===== src/rtl/conv_pkg.sv =====
// Shared types and defaults for the 3x3 convolution frame sequencer.
// Imported by conv_tag_delay and conv_frame_sequencer.
package conv_pkg;

  typedef enum logic [1:0] {
    IDLE,
    LOAD,
    DRAIN,
    FLUSH
  } seq_state_t;

  localparam int DEF_IMG_W    = 64;
  localparam int DEF_IMG_H    = 64;
  localparam int DEF_K        = 3;
  localparam int DEF_PIPE_LAT = 4;
  localparam int DEF_CW       = 9;

  typedef logic [DEF_CW-1:0] coord_t;

  function automatic int out_dim(input int in_d, input int k);
    return in_d - k + 1;
  endfunction

endpackage


===== src/rtl/conv_tag_delay.sv =====
// Fixed-depth shift line carrying {valid, row, col, last} alongside the
// conv core pipeline; synchronous clear wipes every stage.
module conv_tag_delay
  import conv_pkg::*;
#(
  parameter int DEPTH = DEF_PIPE_LAT,
  parameter int CW    = DEF_CW
) (
  input  logic          clk,
  input  logic          i_clr,
  input  logic          i_valid,
  input  logic [CW-1:0] i_row,
  input  logic [CW-1:0] i_col,
  input  logic          i_last,
  output logic          o_valid,
  output logic [CW-1:0] o_row,
  output logic [CW-1:0] o_col,
  output logic          o_last
);

  logic [DEPTH-1:0]         r_valid;
  logic [DEPTH-1:0]         r_last;
  logic [DEPTH-1:0][CW-1:0] r_row;
  logic [DEPTH-1:0][CW-1:0] r_col;

  // shift tags one stage per cycle; clear drops everything in flight
  always_ff @(posedge clk) begin
    if (i_clr) begin
      r_valid <= '0;
      r_last  <= '0;
      r_row   <= '0;
      r_col   <= '0;
    end else begin
      r_valid[0] <= i_valid;
      r_last[0]  <= i_last;
      r_row[0]   <= i_row;
      r_col[0]   <= i_col;
      for (int i = 1; i < DEPTH; i++) begin
        r_valid[i] <= r_valid[i-1];
        r_last[i]  <= r_last[i-1];
        r_row[i]   <= r_row[i-1];
        r_col[i]   <= r_col[i-1];
      end
    end
  end

  assign o_valid = r_valid[DEPTH-1];
  assign o_last  = r_last[DEPTH-1];
  assign o_row   = r_row[DEPTH-1];
  assign o_col   = r_col[DEPTH-1];

endmodule


===== src/rtl/conv_frame_sequencer.sv =====
// Frame controller for the pipelined 3x3 convolution core: load, issue, tag.
// Optional macro CONV_SEQ_STATS_EN adds the stall_cnt output.
module conv_frame_sequencer
  import conv_pkg::*;
#(
  parameter int IMG_W    = DEF_IMG_W,
  parameter int IMG_H    = DEF_IMG_H,
  parameter int K        = DEF_K,
  parameter int PIPE_LAT = DEF_PIPE_LAT,
  parameter int CW       = DEF_CW
) (
  input  logic          clk,
  input  logic          reset,
  input  logic          start,
  input  logic          abort,
  input  logic          pix_valid,
  output logic          pix_ready,
  output logic          ld_en,
  output logic [CW-1:0] ld_row,
  output logic [CW-1:0] ld_col,
  input  logic          hold,
  output logic          iss_en,
  output logic [CW-1:0] iss_row,
  output logic [CW-1:0] iss_col,
  output logic          res_valid,
  output logic [CW-1:0] res_row,
  output logic [CW-1:0] res_col,
  output logic          res_last,
  output logic          busy,
  output logic          frame_done
`ifdef CONV_SEQ_STATS_EN
  ,
  output logic [15:0]   stall_cnt
`endif
);

  localparam int OUT_W = out_dim(IMG_W, K);
  localparam int OUT_H = out_dim(IMG_H, K);
  localparam int NPIX  = IMG_W * IMG_H;
  localparam int NOUT  = OUT_W * OUT_H;
  localparam int LCW   = $clog2(NPIX + 1);
  localparam int ICW   = $clog2(NOUT + 1);

  seq_state_t r_state;
  seq_state_t w_next;

  logic [LCW-1:0] r_ld_cnt;
  logic [ICW-1:0] r_iss_cnt;
  logic [CW-1:0]  r_ld_row;
  logic [CW-1:0]  r_ld_col;
  logic [CW-1:0]  r_iss_row;
  logic [CW-1:0]  r_iss_col;
  logic           r_pix_ready;
  logic           r_frame_done;

  logic           w_start;
  logic           w_active;
  logic [LCW-1:0] w_thresh;
  logic           w_win;
  logic           w_iss;
  logic           w_ld;
  logic           w_last_ld;
  logic           w_last_iss;
  logic           w_end_xy;
  logic           w_clr;

  assign w_start  = (r_state == IDLE) & start & ~abort;
  assign w_active = (r_state == LOAD) | (r_state == DRAIN);

  // index of the bottom-right pixel of the current issue window
  assign w_thresh = (LCW'(r_iss_row) + LCW'(K - 1)) * LCW'(IMG_W)
                  + LCW'(r_iss_col) + LCW'(K - 1);

  assign w_win = w_active
               & (r_iss_cnt < ICW'(NOUT))
               & (r_ld_cnt > w_thresh);

  assign w_iss      = w_win & ~hold;
  assign w_ld       = pix_valid & r_pix_ready;
  assign w_last_ld  = w_ld & (r_ld_cnt == LCW'(NPIX - 1));
  assign w_last_iss = w_iss & (r_iss_cnt == ICW'(NOUT - 1));
  assign w_end_xy   = (r_iss_row == CW'(OUT_H - 1))
                    & (r_iss_col == CW'(OUT_W - 1));
  assign w_clr      = ~reset | abort;

  // state register
  always_ff @(posedge clk) begin
    if (!reset) r_state <= IDLE;
    else        r_state <= w_next;
  end

  // next-state decode; abort returns to IDLE from anywhere
  always_comb begin
    w_next = r_state;
    unique case (r_state)
      IDLE:  if (start)      w_next = LOAD;
      LOAD:  if (w_last_ld)  w_next = DRAIN;
      DRAIN: if (w_last_iss) w_next = FLUSH;
      FLUSH: if (res_last)   w_next = IDLE;
    endcase
    if (abort) w_next = IDLE;
  end

  // registered ready, high exactly while in LOAD
  always_ff @(posedge clk) begin
    if (!reset) r_pix_ready <= 1'b0;
    else        r_pix_ready <= (w_next == LOAD);
  end

  // completion pulse lands in the first IDLE cycle after FLUSH
  always_ff @(posedge clk) begin
    if (!reset) r_frame_done <= 1'b0;
    else        r_frame_done <= (r_state == FLUSH) & res_last & ~abort;
  end

  // load pointer and accepted-pixel count
  always_ff @(posedge clk) begin
    if (w_clr || w_start) begin
      r_ld_cnt <= '0;
      r_ld_row <= '0;
      r_ld_col <= '0;
    end else if (w_ld) begin
      r_ld_cnt <= r_ld_cnt + 1'b1;
      if (r_ld_col == CW'(IMG_W - 1)) begin
        r_ld_col <= '0;
        r_ld_row <= r_ld_row + 1'b1;
      end else begin
        r_ld_col <= r_ld_col + 1'b1;
      end
    end
  end

  // issue pointer and issued-result count
  always_ff @(posedge clk) begin
    if (w_clr || w_start) begin
      r_iss_cnt <= '0;
      r_iss_row <= '0;
      r_iss_col <= '0;
    end else if (w_iss) begin
      r_iss_cnt <= r_iss_cnt + 1'b1;
      if (r_iss_col == CW'(OUT_W - 1)) begin
        r_iss_col <= '0;
        r_iss_row <= r_iss_row + 1'b1;
      end else begin
        r_iss_col <= r_iss_col + 1'b1;
      end
    end
  end

  conv_tag_delay #(
    .DEPTH (PIPE_LAT),
    .CW    (CW)
  ) u_tag (
    .clk     (clk),
    .i_clr   (w_clr),
    .i_valid (w_iss),
    .i_row   (r_iss_row),
    .i_col   (r_iss_col),
    .i_last  (w_iss & w_end_xy),
    .o_valid (res_valid),
    .o_row   (res_row),
    .o_col   (res_col),
    .o_last  (res_last)
  );

  assign pix_ready  = r_pix_ready;
  assign ld_en      = w_ld;
  assign ld_row     = r_ld_row;
  assign ld_col     = r_ld_col;
  assign iss_en     = w_iss;
  assign iss_row    = r_iss_row;
  assign iss_col    = r_iss_col;
  assign busy       = (r_state != IDLE);
  assign frame_done = r_frame_done;

`ifdef CONV_SEQ_STATS_EN
  logic [15:0] r_stall_cnt;

  // saturating count of ready windows blocked by hold
  always_ff @(posedge clk) begin
    if (!reset)
      r_stall_cnt <= '0;
    else if (w_start)
      r_stall_cnt <= '0;
    else if (w_win && hold && r_stall_cnt != 16'hFFFF)
      r_stall_cnt <= r_stall_cnt + 1'b1;
  end

  assign stall_cnt = r_stall_cnt;
`endif

endmodule


===== config.mk =====
export PLATFORM = sky130hd
export DESIGN_NAME = conv_frame_sequencer
export DESIGN_NICKNAME = d
export VERILOG_FILES = /design/src/rtl/conv_pkg.sv /design/src/rtl/conv_tag_delay.sv /design/src/rtl/conv_frame_sequencer.sv
export SDC_FILE = /design/constraint.sdc
export NUM_CORES = 1
export LEC_CHECK = 0
export ABC_AREA = 1
export CAP_MARGIN = 40
export CORE_ASPECT_RATIO = 1.2
export CORE_UTILIZATION = 45
export DETAILED_ROUTE_END_ITERATION = 6
export PLACE_DENSITY = 0.65
export SYNTH_ARGS = -nofsm -noshare
export SYNTH_HDL_FRONTEND = slang
export SYNTH_HIERARCHICAL = 1
export SYNTH_SLANG_ARGS = --single-unit

===== constraint.sdc =====
create_clock -name clk -period 9.9 [get_ports clk]
set_input_delay 1.98 -clock clk [delete_from_list [all_inputs] [get_ports clk]]
set_output_delay 1.98 -clock clk [all_outputs]
set_load 0.05 [all_outputs]

==> summary.txt <==
Run status
  – Status: finished clean

CTS
  – Clock latency on the worst-skew pair: 0.43 ns
  – CTS tree: yes
  – Clk sinks: 145
  – CTS root buf: clkbuf_16
  – CTS resizes: 0
  – CTS Hold Bufs: 0
  – Max clock buf depth: 2
  – CTS clk-pin slew, worst paths: 0.06 ns
  – Post-CTS setup repair buffer count: 0
  – H-tree depth: 4
  – TritonCTS buffer count: 17

Final layout
  – # fillers: 1360
  – Sequential Area: 2900 um^2
  – Layout cells sized above 1: 9.61%
  – Diode count: 0
  – Multi-input gate area: 2790 um^2
  – Area Overhead vs Synth: 17.3%
  – Final #Nets: 929

Synth
  – Share of the synthesized area in the top cell type: 43.7%
  – Post-Synthesis Net Count: 879
  – Yosys cell types: 47
  – Cells after Synth: 842
  – EDFF count, synth: 0
  – Largest cells by area after synthesis: dfxtp_1 44%, inv_1 8.8%, nand2_1 7.3%, nor2_1 7.3%, ha_1 5.8%
  – Primary FF master, synth: dfxtp_1
  – Seq/Total Area, Yosys: 43.7%
  – Mapped cell area: 6640 um^2
  – Syn_area_per_cell: 7.88 um^2
  – YS warnings: 6
  – Seq cells post-synth: 145
  – Synth async-reset ratio: 0%
  – Area leader, netlist: dfxtp_1

Job
  – Max_cap viols: 0

Detailed routing
  – DRC: 0
  – Final WL: 12.1 mm
  – Vias/cell: 4.59
  – Vias post-DR: 4957
  – Starting DRT DRC Count: 228
  – Drt wl/cell: 11.2 um
  – DRT Pass-1 Iters: 5
  – Post-route ant nets: 0

Placement
  – # port buffers: 66
  – RD Place Congestion: 0.825
  – Dpl hpwl: 8.35 mm

Power and ir drop
  – VDD IR max: 0.110 mV
  – Leak pwr: 2.92 nW
  – Power Total: 1.22 mW
  – Power Density: 157 nW/um^2

Setup path
  – Critical Path Max Stage Delay: 0.84 ns
  – Worst-path cell chain: ha_1, ha_1, inv_1, nor4_1, nand2_1, nand2_1, nand3_1, xor2_1, ha_1, nand2_1, nor2_2, and2_1, nand2_1, nand2_1, nand2_4, inv_4, clkdlybuf4s50_1
  – Worst endpoint required time: 7.92 ns
  – CP most frequent cell: nand2_1
  – Crit-path slowest cell: clkdlybuf4s50_1
  – Worst endpoint data arrival time: 4.29 ns
  – CP Launch Type: flop
  – R2R Setup Slk: 6.31 ns
  – Type of the worst setup path: reg -> out
  – Crit path max fanout: 30
  – Setup crit end kind: output pin

Global routing
  – First-pass GRT wire length: 20.6 mm
  – Vias in the first global route: 4464
  – Initial antenna violation count: 0
  – GR Overflow Total: 0
  – GRT Overall Usage: 17.3%
  – Largest net degree at the start of global routing: 84

Timing
  – Skew final: 0.0106 ns
  – Worst slew pin tran: 0.801 ns
  – Slew headroom: 46.6%
  – Final hold violation count: 0
  – Final worst path period share: 63.4%
  – Final setup fails: 0
  – RSZ-0062 raised after global routing: false
  – Setup total negative slack: 0 ns
  – Fmax: 159 MHz
  – Minimum clock period: 6.27 ns
  – Slew Viols, Final: 0

Floorplanning
  – I/O pins: 67
  – Core area: 14400 um^2
  – Die width: 113 um
  – Site row count: 48
  – Effective utilization at floorplan: 46.0%
  – Die Area: 15200 um^2
  – Die height: 135 um

Hold path
  – Min-delay worst type: reg -> reg
## state kept, by name (all words and copies together), names as in the netlist, 9 cells and up
| register | count |
|---|---|
| iss_col | 9 |
| iss_row | 9 |
| ld_col | 9 |
| ld_row | 9 |
| r_iss_cnt | 12 |
| r_ld_cnt | 13 |
| u_tag/o_col | 9 |
| u_tag/o_row | 9 |
| u_tag/r_col | 27 |
| u_tag/r_row | 27 |
## cells in the final DEF (no fill, tap or decap), drive strengths merged, types with 4 or more instances in the layout
cell           instances
nor2                 141
nor3b                  8
nor3                  21
a21oi                 48
ha                    31
dfxtp                145
nand4                 10
xor2                  19
clkinvlp               4
nor4                   5
clkbuf                18
nand2                135
xnor2                 11
o21ai                 27
nand3                 25
clkdlybuf4s50         66
clkinv                 9
inv                  166
## worst paths after layout
| kind | start | endpoint | cells past startpoint |
|---|---|---|---|
| worst max register to register | iss_row[2]$_SDFFE_PP0P_ | u_tag/r_last[0]$_SDFF_PP0_ | 20 |
| worst max-delay path | iss_row[2]$_SDFFE_PP0P_ | iss_en | 17 |
| worst min register to register | u_tag/r_col[5]$_SDFF_PP0_ | u_tag/r_col[14]$_SDFF_PP0_ | 2 |
| worst min-delay path | u_tag/r_col[5]$_SDFF_PP0_ | u_tag/r_col[14]$_SDFF_PP0_ | 2 |
## worst max-delay path, delay by kind of cell, from the launching register on
family                     cells  cell delay (ns)
and+or+nand+nor               10             1.25
buffers and inverters          3             1.19
adders and majority gates      3             0.83
DFF                            1             0.43
xor gates and xnor gates       1             0.15
## per-layer routing
layer  GRT usage [%]  up-vias  routed length (um)
met2            28.7       95                5670
met4            8.04        0                 288
met1            20.2     2190                5660
met5               0        -                   0
li1                -     2653                   -
met3            5.61       19                 478
## cell usage after synthesis (all sizes together) (2+ instances only)
master	n
nand3b	2
nor3b	8
clkbuf	4
xnor2	11
nand2	135
dfxtp	145
buf	33
o21a	2
xor2	19
nor4	5
inv	164
clkinv	2
nand3	25
or2	2
nand4	10
ha	31
a31oi	2
nor3	21
nor2	141
o21ai	27
a21oi	48
## kinds of logic after synthesis
| logic type | share of synthesized area [%] |
|---|---|
| compound gates | 6.60 |
| xor+xnor | 3.96 |
| fa+ha+maj | 5.84 |
| buf+inv | 14.2 |
| flops | 43.7 |
| simple gates | 25.6 |
## final cells by class
cell class                 instances  share of cell area [%]
inverter                         166                    8.05
tap                              175                    2.81
multi-input combinational        494                    35.8
clock inverter                    14                    1.72
timing repair buffer              68                    8.68
clock buffer                      18                    5.64
sequential                       145                    37.3
## metrics by stage
step,hold slack [ns],utilization [%],worst slack (ns),cell area [um^2],instances
floorplan,0.388,-,4.89,6640,842
global placement,0.389,50.1,3.76,7210,1048
detailed placement,0.392,50.1,3.74,7210,1048
CTS,0.399,54.0,3.56,7790,1080
global route,0.404,54.0,3.26,7790,1080
finish,0.394,54.0,3.63,7790,1080
## report_power, final
part	internal [mW]	switching [mW]	leakage [nW]
sequential	0.584	0.00118	1.17
clock	0.355	0.255	0.270
combinational	0.00798	0.0199	1.48
Power figures use the tool's default switching activity.
==> patch 1 (same flow settings) <==
Encoding of `seq_state_t`: now Gray code (2 bits for 4 states).
--- a/src/rtl/conv_pkg.sv
+++ b/src/rtl/conv_pkg.sv
@@ -3,10 +3,10 @@
 package conv_pkg;
 
   typedef enum logic [1:0] {
-    IDLE,
-    LOAD,
-    DRAIN,
-    FLUSH
+    IDLE  = 2'b00,
+    LOAD  = 2'b01,
+    DRAIN = 2'b11,
+    FLUSH = 2'b10
   } seq_state_t;
 
   localparam int DEF_IMG_W    = 64;
Behaviour: same outputs for any inputs over 10 cycles, from zero or initial values and one cycle with reset low; not proved beyond that.
==> patch 1 against the unedited design <==
Sequential share of layout area up 1.9 points. Critical endpoint unchanged. Synthesized area decreased by 5.5%. Final area fell by 4.9%. Clock skew decreased by 0.00080 ns. Setup slack worse by 0.010 ns. Cell count is 2.5% lower. Total power shrank 2.0%. Wire length shrank 11%. Die area is 5.4% lower. First-iteration DRC count rose by 33%. Sequential cell count unchanged. Largest cell class unchanged.
==> patch 1: results (changes against the unedited design) <==
| Metric | Value |
|---|---|
| Avg Cell Area, Syn | 7.62 µm² (-3.3%) |
| Non-filler cells in the finished layout | 1053 (-2.5%) |
| Fraction of layout instances using a drive strength above 1 | 5.76% (-3.9 points) |
| Vias in the first global route | 4229 (-5.3%) |
| End point of the most critical hold path | u_tag/r_row[10] |
| Clock latency on the worst-skew pair | around 0.42 ns |
| Post-Route WL | 10800 µm (-11%) |
| Async S/R FF share, synth | 0% (unchanged) |
| Synthesized-area fraction occupied by adder cells | 5.19% (-0.66 points) |
| Power in sequential cells | 0.000585 W (about the same) |
| GP Congestion | 0.809 (-1.9%) |
| Wire length of the first global-routing pass | 18700 µm (-8.9%) |
| Initial DRC Count | 303 (+33%) |
| Iteration count of the initial detailed-routing pass | 4 (-1) |
| Depth of the CTS H-tree | 4 (unchanged) |
| Compound-cell area share of the yosys netlist | 5.98% (-0.61 points) |
| Leading cell types by count after synthesis | sky130_fd_sc_hd__inv_1 (157), sky130_fd_sc_hd__dfxtp_1 (145), sky130_fd_sc_hd__nor2_1 (143) |
| Placed Instance Area | 6850 µm² (-5.0%) |
| Clock network fraction of total power | 49.5% (-0.3 points) |
| GRT Resource Usage Total | 16.6% (-0.71 points) |
| Worst-Margin Slew | 0.763 ns (-0.0388 ns) |
| Crit path DAT | 4.30 ns (about the same) |
| Detailed Place HPWL | 7520 µm (-9.9%) |
| Critical path peak fanout | 25 (-17%) |
| Setup slack of the worst register-to-register path | 6.46 ns (+0.15 ns) |
| Peak supply drop | 0.149 mV (+35%) |
| Synthesized-area fraction occupied by xor and xnor cells | 4.33% (+0.37 points) |
| Hold slack | 0.399 ns (+0.00457 ns) |
| Number of resized instances in the post-cts repair step | 0 (unchanged) |
| Fin crit share | 63.5% (+0.10 points) |
| Final Net Count | 904 (-2.7%) |
| Leading cell types by total area after synthesis | sky130_fd_sc_hd__dfxtp_1 (46%), sky130_fd_sc_hd__inv_1 (9.4%), sky130_fd_sc_hd__nor2_1 (8.6%), sky130_fd_sc_hd__nand2_1 (8.1%), sky130_fd_sc_hd__ha_1 (5.2%) |
| Net Count, Synth | 855 (-2.7%) |
| Worst Min Path Start | u_tag/r_row[1] |
| Run status | finished clean |
| Worst Reg-to-Reg Cells | 24 (+20%) |
| Leakage power | 2.77 nW (-5.0%) |
| Largest net degree at the start of global routing | 82 (-2.4%) |
| Start point of the critical path | iss_row[1] |
| Fraction of the yosys area taken by sequential cells | 46.3% (+2.5 points) |
| Vias per Instance | 4.45 (-3.0%) |
| Synth unique cells | 35 (-26%) |
| Crit-path max cell delay | 0.88 ns (+0.04 ns) |
| Internal portion of total power | 0.000942 W (-0.52%) |
| Number of instances in the placed design | 1021 (-2.6%) |
| Pre-CTS worst setup slack | 3.77 ns (+0.0352 ns) |
| Post-Route Skew | 0.00977 ns (-0.000800 ns) |
| Total power draw | 0.00120 W (-2.0%) |
-- patch 1: cell count changes after synthesis, moves of 4 or more --
cell                      unedited run  this run
sky130_fd_sc_hd__nor3b_2             6         1
sky130_fd_sc_hd__inv_2               8         2
sky130_fd_sc_hd__xor2_1             19        23
sky130_fd_sc_hd__nor2_1            129       143
sky130_fd_sc_hd__nor3_4              7         0
sky130_fd_sc_hd__a21oi_1            47        43
sky130_fd_sc_hd__nand4_1             8        13
sky130_fd_sc_hd__nor2_4              6         1
sky130_fd_sc_hd__ha_1               31        26
sky130_fd_sc_hd__nand2_1           129       136
-- patch 1: cells by family (layout without fill, tap and decap cells) --
| logic type | Yosys count | in the layout |
|---|---|---|
| buffers and inverters | 197 | 259 |
| adder cells (fa/ha/maj) | 26 | 26 |
| flip-flops | 145 | 145 |
| XOR/XNOR | 31 | 31 |
| AO/OA/AOI/OAI | 73 | 73 |
| AND/OR/NAND/NOR | 351 | 351 |
-- patch 1: per-layer routing --
metal	wire length [µm]	track usage [%]	part of all wire, %	vias to the layer above
li1	-	-	-	2575
met1	4960	19.2	46	2022
met2	5100	27.5	47	71
met3	418	4.71	3.9	18
met4	321	8.22	3.0	0
met5	0	0	0	-
-- patch 1: cell type report --
type	instances	area, µm²
clock buffer	20	447
clock inverter	12	110
fill	1269	6000
inverter	159	597
multi-input combinational	481	2470
sequential	145	2900
tap	168	210
timing repair buffer	68	676
-- patch 1: worst max-delay path: cells and delay by family, from the launching register on --
family	cells	cell delay [ns]
DFF	1	0.44
AOI/OAI and AO/OA	1	0.06
and+or+nand+nor	13	1.17
adders and majority gates	3	0.84
buffers and inverters	4	1.33
==> patch 2 (same flow settings) <==
Without the edit above. The option `CONV_SEQ_STATS_EN` is turned on by a define.
--- a/src/rtl/conv_frame_sequencer.sv
+++ b/src/rtl/conv_frame_sequencer.sv
@@ -1,5 +1,7 @@
 // Frame controller for the pipelined 3x3 convolution core: load, issue, tag.
 // Optional macro CONV_SEQ_STATS_EN adds the stall_cnt output.
+`define CONV_SEQ_STATS_EN
+
 module conv_frame_sequencer
   import conv_pkg::*;
 #(
Check against the original RTL (old outputs only; new: stall_cnt): equivalent (Yosys induction, for registers that start in step).
==> patch 2 against the unedited design <==
Wire length grew 16%. Final area grew 11%. Sequential cell count grew 16. Sequential share of layout area shrank 0.14 points. Register-to-register slack lost 0.48 ns. Synthesized area grew 10%. Total power grew 6.1%. Combinational power grew 18%. Setup slack lost 0.27 ns.
==> patch 2: results (changes against the unedited design) <==
| Metric | Value |
|---|---|
| End point of the most critical hold path | u_tag/o_row[0] |
| Initial DRC Count | 264 (+16%) |
| Fraction of the yosys area taken by sequential cells | 44.1% (+0.36 points) |
| Wire length of the first global-routing pass | 23200 µm (+13%) |
| Leakage power | 3.00 nW (+3.0%) |
| Setup bufs post-CTS | 0 (unchanged) |
| Critical path peak fanout | 31 (+3.3%) |
| Synth unique cells | 38 (-19%) |
| Synthesized-area fraction occupied by adder cells | 5.48% (-0.37 points) |
| GRT Resource Usage Total | 17.3% (+0.029 points) |
| Start point of the critical path | iss_row[1] |
| Leading cell types by total area after synthesis | sky130_fd_sc_hd__dfxtp_1 (44%), sky130_fd_sc_hd__inv_1 (8.9%), sky130_fd_sc_hd__nand2_1 (8.4%), sky130_fd_sc_hd__nor2_1 (7.9%), sky130_fd_sc_hd__ha_1 (5.5%) |
| Multiplexer area fraction after synthesis | 0% (unchanged) |
| M1 GR Usage | 20.1% (-0.16 points) |
| Net switching power of the design | 0.000293 W (+6.1%) |
| Compound-cell area share of the yosys netlist | 7.82% (+1.2 points) |
| Vias in the first global route | 4998 (+12%) |
| Die outline area | 16800 µm² (+10%) |
| Peak supply drop | 0.0816 mV (-26%) |
| Grt met3 use | 4.66% (-0.95 points) |
| Net Count, Synth | 1014 (+15%) |
| Detailed Place HPWL | 9860 µm (+18%) |
| Depth of the CTS H-tree | 4 (unchanged) |
| Setup slack of the worst register-to-register path | 5.83 ns (-0.48 ns) |
| Vias per Instance | 4.57 (-0.40%) |
| Synthesized-area fraction occupied by xor and xnor cells | 4.31% (+0.36 points) |
| Total CTS buffers | 17 (unchanged) |
| Post-Route Skew | 0.00931 ns (-0.00125 ns) |
| Met2 capacity usage during global routing | 30.1% (+1.4 points) |
| Final Net Count | 1077 (+16%) |
| Quantity of I/O buffers inserted on ports | 82 (+24%) |
| Worst slew margin relative to its limit | 46.3% (-0.26 points) |
| Syn. warnings | 6 (unchanged) |
| Top flip-flop cell by instance count after synthesis | sky130_fd_sc_hd__dfxtp_1 |
| Post-Route WL | 14100 µm (+16%) |
| Worst Min Path Start | u_tag/r_row[18] |
| Hold/Removal Path Class | flip-flop to flip-flop |
| Leading cell types by count after synthesis | sky130_fd_sc_hd__inv_1 (174), sky130_fd_sc_hd__nand2_1 (164), sky130_fd_sc_hd__dfxtp_1 (161) |
| Filler cells | 1557 (+14%) |
| Register share of total power | 50.1% (+2.2 points) |
| Crit-path max cell delay | 0.93 ns (+0.09 ns) |
| Fraction of layout instances using a drive strength above 1 | 5.51% (-4.1 points) |
| Worst hold path stage count | 2 (unchanged) |
| FF-to-FF End | r_iss_cnt[1] |
| Number of antenna cells inserted | 0 (unchanged) |
| GP Congestion | 0.820 (-0.61%) |
| Clock transition at path regs | 0.06 ns (about the same) |
| Clock network fraction of total power | 47.4% (-2.4 points) |
| Kind of cell adding the most delay to the critical path | simple AND/OR/NAND/NOR gates |
| Largest net degree at the start of global routing | 84 (unchanged) |
| Maximum buffer depth of the clock tree | 2 (unchanged) |
| Run status | finished clean |
| Crit path DAT | 4.56 ns (+0.27 ns) |
==> patch 2: cell types whose count changed in the layout (fill, tap and decap cells not counted), sizes merged, moves of 12 or more <==
cell | before | now
clkdlybuf4s50 | 66 | 82
nand3 | 25 | 42
nor2 | 141 | 161
dfxtp | 145 | 161
nand2 | 135 | 168
a21oi | 48 | 60
inv | 166 | 180
==> patch 2: kinds of logic (layout without fill, tap and decap cells) <==
kind of cell | Yosys count | count (layout)
buf+inv | 221 | 297
simple gates | 421 | 421
fa+ha+maj | 32 | 32
compound gates | 105 | 105
flops | 161 | 161
xor+xnor | 36 | 36
==> patch 2: stage by stage <==
stage	area (µm²)	worst slack, ns	hold slack, ns	cells	power [W]
5_1_grt	8680	3.00	0.407	1260	0.00135
3_3_place_gp	8090	3.86	0.389	1227	0.000696
4_1_cts	8680	3.34	0.400	1260	0.00132
6_report	8680	3.36	0.399	1260	0.00130
3_5_place_dp	8110	3.82	0.392	1228	0.000697
2_1_floorplan	7310	4.75	0.388	976	0.000689
==> patch 2: worst min-delay path: cells and delay by family (launching register included) <==
family | cells | cell delay [ns]
buffers and inverters | 1 | 0.04
flip-flops | 1 | 0.30
AND/OR/NAND/NOR | 1 | 0.03
==> patch 2: cell type report <==
| class | count | area share, % |
|---|---|---|
| Multi-Input combinational cell | 594 | 35.6 |
| Sequential cell | 161 | 37.1 |
| Inverter | 180 | 7.80 |
| Tap cell | 208 | 3.00 |
| Timing Repair Buffer | 85 | 9.95 |
| Clock inverter | 11 | 1.11 |
| Clock buffer | 21 | 5.42 |
==> patch 2: routing by layer <==
layer  share of wire [%]  wire, µm
met1                  45      6370
met2                  49      6900
met3                 4.1       578
met4                 1.6       220
met5                   0         0
